`src/rtl/cpu_pkg.sv`:
```
// Shared CPU definitions for the multiply / HI-LO unit: ALU opcodes,
// writeback-source selectors and the multiplier FSM state type.
package cpu_pkg;

  localparam logic [3:0] ALU_MULT  = 4'b0110;
  localparam logic [3:0] ALU_MULTU = 4'b0111;

  localparam logic [1:0] REGSEL_NONE = 2'd0;
  localparam logic [1:0] REGSEL_HI   = 2'd1;
  localparam logic [1:0] REGSEL_LO   = 2'd2;

  typedef enum logic [1:0] {
    IDLE = 2'd0,
    RUN  = 2'd1,
    FIN  = 2'd2
  } mult_state_t;

endpackage

```
`src/rtl/mult_seq_core.sv`:
```
// Shift-add sequential multiplier core. Converts operands to magnitudes
// when signed, then adds one multiplier bit per cycle (LSB first) into a
// 2*WIDTH accumulator. The sign of the result is applied by the caller.
module mult_seq_core
  import cpu_pkg::*;
#(
  parameter int WIDTH = 32
) (
  input  logic                 clk,
  input  logic                 rst,
  input  logic                 start_i,
  input  logic                 signed_i,
  input  logic [WIDTH-1:0]     a_i,
  input  logic [WIDTH-1:0]     b_i,
  output logic                 busy_o,
  output logic                 done_o,
  output logic [2*WIDTH-1:0]   product_o
);

  localparam int PW    = 2 * WIDTH;
  localparam int CNT_W = $clog2(WIDTH) + 1;

  mult_state_t        state_q, state_d;
  logic [PW-1:0]      acc_q, acc_d;
  logic [PW-1:0]      mcand_q, mcand_d;
  logic [WIDTH-1:0]   mplier_q, mplier_d;
  logic [CNT_W-1:0]   cnt_q, cnt_d;
  logic [WIDTH-1:0]   a_mag, b_mag;

  // Operand magnitudes; the most negative value maps to 2^(WIDTH-1) unsigned.
  always_comb begin
    a_mag = (signed_i && a_i[WIDTH-1]) ? (~a_i + WIDTH'(1)) : a_i;
    b_mag = (signed_i && b_i[WIDTH-1]) ? (~b_i + WIDTH'(1)) : b_i;
  end

  // Next-state and datapath: load on start, shift-add in RUN, hand off in FIN.
  always_comb begin
    state_d  = state_q;
    acc_d    = acc_q;
    mcand_d  = mcand_q;
    mplier_d = mplier_q;
    cnt_d    = cnt_q;
    case (state_q)
      IDLE: begin
        if (start_i) begin
          state_d  = RUN;
          acc_d    = '0;
          cnt_d    = '0;
          mcand_d  = {{WIDTH{1'b0}}, a_mag};
          mplier_d = b_mag;
        end
      end
      RUN: begin
        if (mplier_q[0]) acc_d = acc_q + mcand_q;
        mcand_d  = mcand_q << 1;
        mplier_d = mplier_q >> 1;
        cnt_d    = cnt_q + CNT_W'(1);
        if (cnt_q == CNT_W'(WIDTH - 1)) state_d = FIN;
      end
      FIN: begin
        state_d = IDLE;
      end
      default: begin
        state_d = IDLE;
      end
    endcase
  end

  // State and datapath registers; reset aborts any multiply in flight.
  always_ff @(posedge clk) begin
    if (rst) begin
      state_q  <= IDLE;
      acc_q    <= '0;
      mcand_q  <= '0;
      mplier_q <= '0;
      cnt_q    <= '0;
    end else begin
      state_q  <= state_d;
      acc_q    <= acc_d;
      mcand_q  <= mcand_d;
      mplier_q <= mplier_d;
      cnt_q    <= cnt_d;
    end
  end

  assign busy_o    = (state_q != IDLE);
  assign done_o    = (state_q == FIN);
  assign product_o = acc_q;

endmodule

```
`src/rtl/mult_hilo_unit.sv`:
```
// Multiply unit with architectural HI/LO registers and HI/LO hazard stall.
// Default build: iterative shift-add multiply (WIDTH+1 cycles).
// Define MULT_FAST_EN for a single-cycle combinational multiply with no stall.
module mult_hilo_unit
  import cpu_pkg::*;
#(
  parameter int WIDTH = 32
) (
  input  logic             clk,
  input  logic             rst,
  input  logic             enhilo_EX,
  input  logic [3:0]       alu_op,
  input  logic [1:0]       regsel_EX,
  input  logic             GPIO_IN,
  input  logic [WIDTH-1:0] a_i,
  input  logic [WIDTH-1:0] b_i,
  output logic [WIDTH-1:0] hi_o,
  output logic [WIDTH-1:0] lo_o,
  output logic             busy_o,
  output logic             done_o,
  output logic             stall_o
);

  localparam int PW = 2 * WIDTH;

  logic [WIDTH-1:0] hi_q, hi_d;
  logic [WIDTH-1:0] lo_q, lo_d;
  logic             done_q, done_d;
  logic             is_signed;

  assign is_signed = (alu_op == ALU_MULT);

`ifdef MULT_FAST_EN

  logic signed [PW-1:0] prod_s;
  logic        [PW-1:0] prod_u;

  // Full-width product computed in one cycle.
  always_comb begin
    prod_s = $signed(a_i) * $signed(b_i);
    prod_u = {{WIDTH{1'b0}}, a_i} * {{WIDTH{1'b0}}, b_i};
  end

  // HI/LO written at the request edge; done pulses the following cycle.
  always_comb begin
    hi_d   = hi_q;
    lo_d   = lo_q;
    done_d = 1'b0;
    if (enhilo_EX) begin
      {hi_d, lo_d} = is_signed ? prod_s : prod_u;
      done_d       = 1'b1;
    end
  end

  assign busy_o  = 1'b0;
  assign stall_o = 1'b0;

`else

  logic          neg_q, neg_d;
  logic          start;
  logic          core_busy;
  logic          core_done;
  logic [PW-1:0] core_prod;

  assign start = enhilo_EX & ~core_busy;

  mult_seq_core #(
    .WIDTH(WIDTH)
  ) u_core (
    .clk      (clk),
    .rst      (rst),
    .start_i  (start),
    .signed_i (is_signed),
    .a_i      (a_i),
    .b_i      (b_i),
    .busy_o   (core_busy),
    .done_o   (core_done),
    .product_o(core_prod)
  );

  // Latch result sign at start; commit signed product to HI/LO in FIN.
  always_comb begin
    hi_d   = hi_q;
    lo_d   = lo_q;
    done_d = 1'b0;
    neg_d  = neg_q;
    if (start) neg_d = is_signed & (a_i[WIDTH-1] ^ b_i[WIDTH-1]);
    if (core_done) begin
      {hi_d, lo_d} = neg_q ? (~core_prod + PW'(1)) : core_prod;
      done_d       = 1'b1;
    end
  end

  // Sign register for the multiply in flight.
  always_ff @(posedge clk) begin
    if (rst) neg_q <= 1'b0;
    else     neg_q <= neg_d;
  end

  assign busy_o  = core_busy;
  // Only new multiplies and real HI/LO reads wait; GPIO reads pass through.
  assign stall_o = core_busy & (enhilo_EX | (regsel_EX == REGSEL_LO) |
                                ((regsel_EX == REGSEL_HI) & ~GPIO_IN));

`endif

  // Architectural HI/LO and done pulse.
  always_ff @(posedge clk) begin
    if (rst) begin
      hi_q   <= '0;
      lo_q   <= '0;
      done_q <= 1'b0;
    end else begin
      hi_q   <= hi_d;
      lo_q   <= lo_d;
      done_q <= done_d;
    end
  end

  assign hi_o   = hi_q;
  assign lo_o   = lo_q;
  assign done_o = done_q;

endmodule

```
`config.mk`:
```
export PLATFORM = sky130hd
export DESIGN_NAME = mult_hilo_unit
export DESIGN_NICKNAME = d
export VERILOG_FILES = /design/src/rtl/cpu_pkg.sv /design/src/rtl/mult_seq_core.sv /design/src/rtl/mult_hilo_unit.sv
export SDC_FILE = /design/constraint.sdc
export NUM_CORES = 1
export LEC_CHECK = 0
export ABC_AREA = 0
export BUFFER_PORTS_ARGS = -buffer_cell sky130_fd_sc_hd__clkbuf_2
export CAP_MARGIN = 20
export CELL_PAD_IN_SITES_DETAIL_PLACEMENT = 1
export CELL_PAD_IN_SITES_GLOBAL_PLACEMENT = 2
export CORE_ASPECT_RATIO = 1.2
export CORE_MARGIN = 2
export CORE_UTILIZATION = 32
export CTS_CLUSTER_SIZE = 8
export DETAILED_ROUTE_END_ITERATION = 8
export GPL_TIMING_DRIVEN = 1
export PLACE_DENSITY = 0.74
export SYNTH_ARGS = -nofsm -noshare
export SYNTH_HDL_FRONTEND = slang
export SYNTH_SLANG_ARGS = --single-unit
```
`constraint.sdc`:
```
create_clock -name clk -period 3.4 [get_ports clk]
set_input_delay 0.68 -clock clk [delete_from_list [all_inputs] [get_ports clk]]
set_output_delay 0.68 -clock clk [all_outputs]
set_load 0.05 [all_outputs]
```
==> results.py <==
metrics = {
    "outcome": {
        "status": "finished, violations left",
        "violations": "setup timing",
    },
    "setup_path": {
        "r2r_cells": 11,
        "worstSetupPathType": "flip-flop to flip-flop",
        "end_kind": "flip-flop",
        "crit_arrival_ps": 4180,
        "worstPathMaxFanout": 2,
        "cp-start-kind": "flip-flop",
        "crit_required_ps": 3850,
    },
    "finish": {
        "diodes": 0,
        "layout.cells.non_filler": 2746,
        "syn_to_final_growth_pct": 25.59,
        "fill_cells": 5453,
        "layout_common_cells": "254 x nand2_1, 250 x a21oi_1, 229 x dfxtp_1",
        "final_common_cell": "nand2_1",
        "finalNetCount": 2274,
        "drive_gt1_share_pct": 20.12,
        "fin_area_um2": 18160,
        "multiInputGateArea_um2": 9478,
        "regArea_um2": 4691,
    },
    "sta": {
        "fin_crit_sh_pct": 109.5,
        "finalMaxSlewViolations": 0,
        "hold_viol_final": 0,
        "setup_viol": 4,
        "tightest_slew_ps": 943.6,
        "skew_ps": 22.39,
        "worst_slack_ps": -324.0,
        "rsz0062_at_grt": "yes",
        "slew_headroom_pct": 37.02,
        "hold_slack_ps": 451.1,
        "layout_min_cycle_time_ps": 3724,
        "fmax_mhz": 268.5,
    },
    "route": {
        "vias": 14480,
        "drc": 0,
        "drt_iter0_drc": 573,
        "ant_nets": 0,
        "via_per_inst": 5.274,
        "firstDrtPassIters": 5,
        "routed_wl_mm": 49.07,
        "wl_per_cell_um": 17.87,
    },
    "floorplan": {
        "io_pins": 141,
        "rows": 85,
        "core_area_um2": 44770,
        "fp.dieH_um": 236.9,
        "die_w_um": 198.1,
        "initial_core_util_pct": 32.30,
        "die-area_um2": 46910,
    },
    "global_routing": {
        "grt_max_degree": 93,
        "grt_pass1_wl_mm": 78.45,
        "grt-ovfl-total": 0,
        "grt_antenna_before_repair": 0,
        "grt_pass1_vias": 14620,
        "grt_usage_pct": 20.66,
    },
    "placed_design": {
        "numPlacedInstances": 2692,
        "post-place-ws_ps": -362.2,
        "numPortBuffers": 140,
        "placed_area_um2": 16880,
        "hpwl_mm": 38.49,
        "place_congestion": 0.8469,
    },
    "flow_run": {
        "maxCapViolCount": 0,
    },
    "cts": {
        "numClockSinks": 234,
        "root_buffer": "clkbuf_16",
        "cts_tree": "done",
        "clkTransAtPathRegs_ps": 50,
        "clock_latency_ps": 530,
        "cts_made_buffers": 35,
        "h-tree-depth": 2,
        "clock_path_buffers": 3,
        "cts_hold_repair.buffers": 0,
    },
    "power_and_ir_drop": {
        "power-per-cell-area_nw_per_um2": 370.5,
        "total_power_w": 0.006728,
        "vdd_drop_max_mv": 0.2658,
        "p_leak_nw": 7.749,
    },
    "synthesis": {
        "syn_area_um2": 14460,
        "synth.distinct_cells": 57,
        "synth-edff-count": 0,
        "ys.flop_type": "dfxtp_1",
        "avgSynthCellArea_um2": 7.663,
        "syn_inst": 1887,
        "yosys_warnings": 0,
        "syn_nets": 2029,
        "seq_area_frac_synth_pct": 32.40,
        "synth_seq_cells": 234,
        "async_flop_share_pct": 0,
    },
    "min_path": {
        "hp-class": "flip-flop to flip-flop",
        "hold_depth": 2,
    },
}
-- what timing repair did --
item                       4_1_cts  5_1_grt
resized for setup               21       32
setup endpoints to repair       15       24
pin swaps                       16       10
buffers inserted                 8        4
-- registers in the layout (all words and copies together), names as in the netlist --
signal,cells
u_core.cnt_q,6
u_core.state_q,2
hi_o,32
lo_o,32
u_core.mcand_q,64
done_o,1
u_core.product_o,64
u_core.mplier_q,32
neg_q,1
-- routing by layer --
| metal | track usage, % | up-vias | share of wire, % |
|---|---|---|---|
| met2 | 34.35 | 238 | 46 |
| met5 | 0 | - | 0 |
| met4 | 5.240 | 0 | 2.0 |
| met3 | 2.535 | 64 | 3.1 |
| met1 | 28.26 | 6878 | 49 |
| li1 | - | 7302 | - |
-- layout make-up --
cell class	count	share of cell area [%]
timing repair buffer	326	11.81
multi-input combinational	1502	52.19
clock buffer	40	5.154
clock inverter	2	0.1378
inverter	33	0.6821
sequential	234	25.83
tap	609	4.196
-- power breakdown --
group	switching [W]	total, W	internal [W]	leakage (nW)
Combinational	0.000426	0.000696	0.000270	5.38
Sequential	0.0000510	0.00286	0.00281	1.90
Clock	0.00125	0.00317	0.00192	0.472
Total	0.00173	0.00673	0.00500	7.75
-- cells in the mapped netlist, drive strengths merged, types with 2 or more instances --
| cell type | number | area, um^2 |
|---|---|---|
| and2 | 14 | 87.58 |
| and3 | 17 | 106.4 |
| o31a | 2 | 17.52 |
| o21a | 6 | 45.04 |
| a41oi | 5 | 43.79 |
| a22o | 34 | 297.8 |
| nor4 | 19 | 118.9 |
| a41o | 3 | 30.03 |
| a21oi | 260 | 1301 |
| dfxtp | 234 | 4684 |
| a22oi | 79 | 593.1 |
| nand3 | 64 | 320.3 |
| nand2 | 256 | 960.9 |
| a21boi | 4 | 30.03 |
| ha | 67 | 838.3 |
| a31oi | 10 | 62.56 |
| nor3 | 28 | 140.1 |
| or4 | 12 | 101.3 |
| o311ai | 2 | 17.52 |
| nor2b | 11 | 68.82 |
| nand4 | 19 | 118.9 |
| or3 | 25 | 161.4 |
| a32oi | 3 | 26.28 |
| clkbuf | 100 | 375.4 |
| or4b | 2 | 23.77 |
| a211oi | 44 | 330.3 |
| inv | 33 | 123.9 |
| a31o | 2 | 17.52 |
| nand4b | 2 | 17.52 |
| or2 | 5 | 31.28 |
| xnor2 | 75 | 656.9 |
| buf | 18 | 68.81 |
| nand2b | 14 | 87.58 |
| o31ai | 24 | 180.2 |
| a211o | 2 | 17.52 |
| o21bai | 20 | 150.1 |
| nor2 | 142 | 533.0 |
| xor2 | 87 | 762.0 |
| o41ai | 16 | 147.7 |
| a21o | 29 | 217.7 |
| a221oi | 2 | 17.52 |
| o21ai | 86 | 430.4 |
-- stage by stage --
step | util (%) | setup TNS, ps
after floorplan | - | -437.4
after CTS | 40.18 | -808.6
final | 40.56 | -1132
after global placement | 37.69 | -1474
after detailed placement | 37.69 | -2245
after global routing | 40.56 | -1670
-- worst paths after layout --
| check | start | to | slack (ps) |
|---|---|---|---|
| worst max-delay path | u_core.product_o[22] | hi_o[26] | -320 |
| worst min-delay path | lo_o[30] | lo_o[30] | 450 |
| worst max register to register | u_core.product_o[22] | hi_o[26] | -320 |
| worst min register to register | lo_o[30] | lo_o[30] | 450 |
-- worst max-delay path, cell delays in order (launching register included) --
cell and delay [ps]:
dfxtp_2 310, or3_4 370, or4_4 420, or3_4 340
or4_4 440, or4b_4 510, or4_4 440, o41ai_2 310
nand2_1 100, xor2_1 190, nand2_1 80, a21oi_1 150
-- cells by family (layout without fill, tap and decap cells) --
logic type / Yosys count / after routing / share of synthesized area, %
flops: 234 / 234 / 32.40
simple gates: 632 / 632 / 20.02
buf+inv: 151 / 401 / 3.928
fa+ha+maj: 68 / 68 / 5.936
xor+xnor: 162 / 162 / 9.812
mux: 1 / 1 / 0.06922
compound gates: 639 / 639 / 27.84
Note: power is estimated with default switching activity, not from simulation.
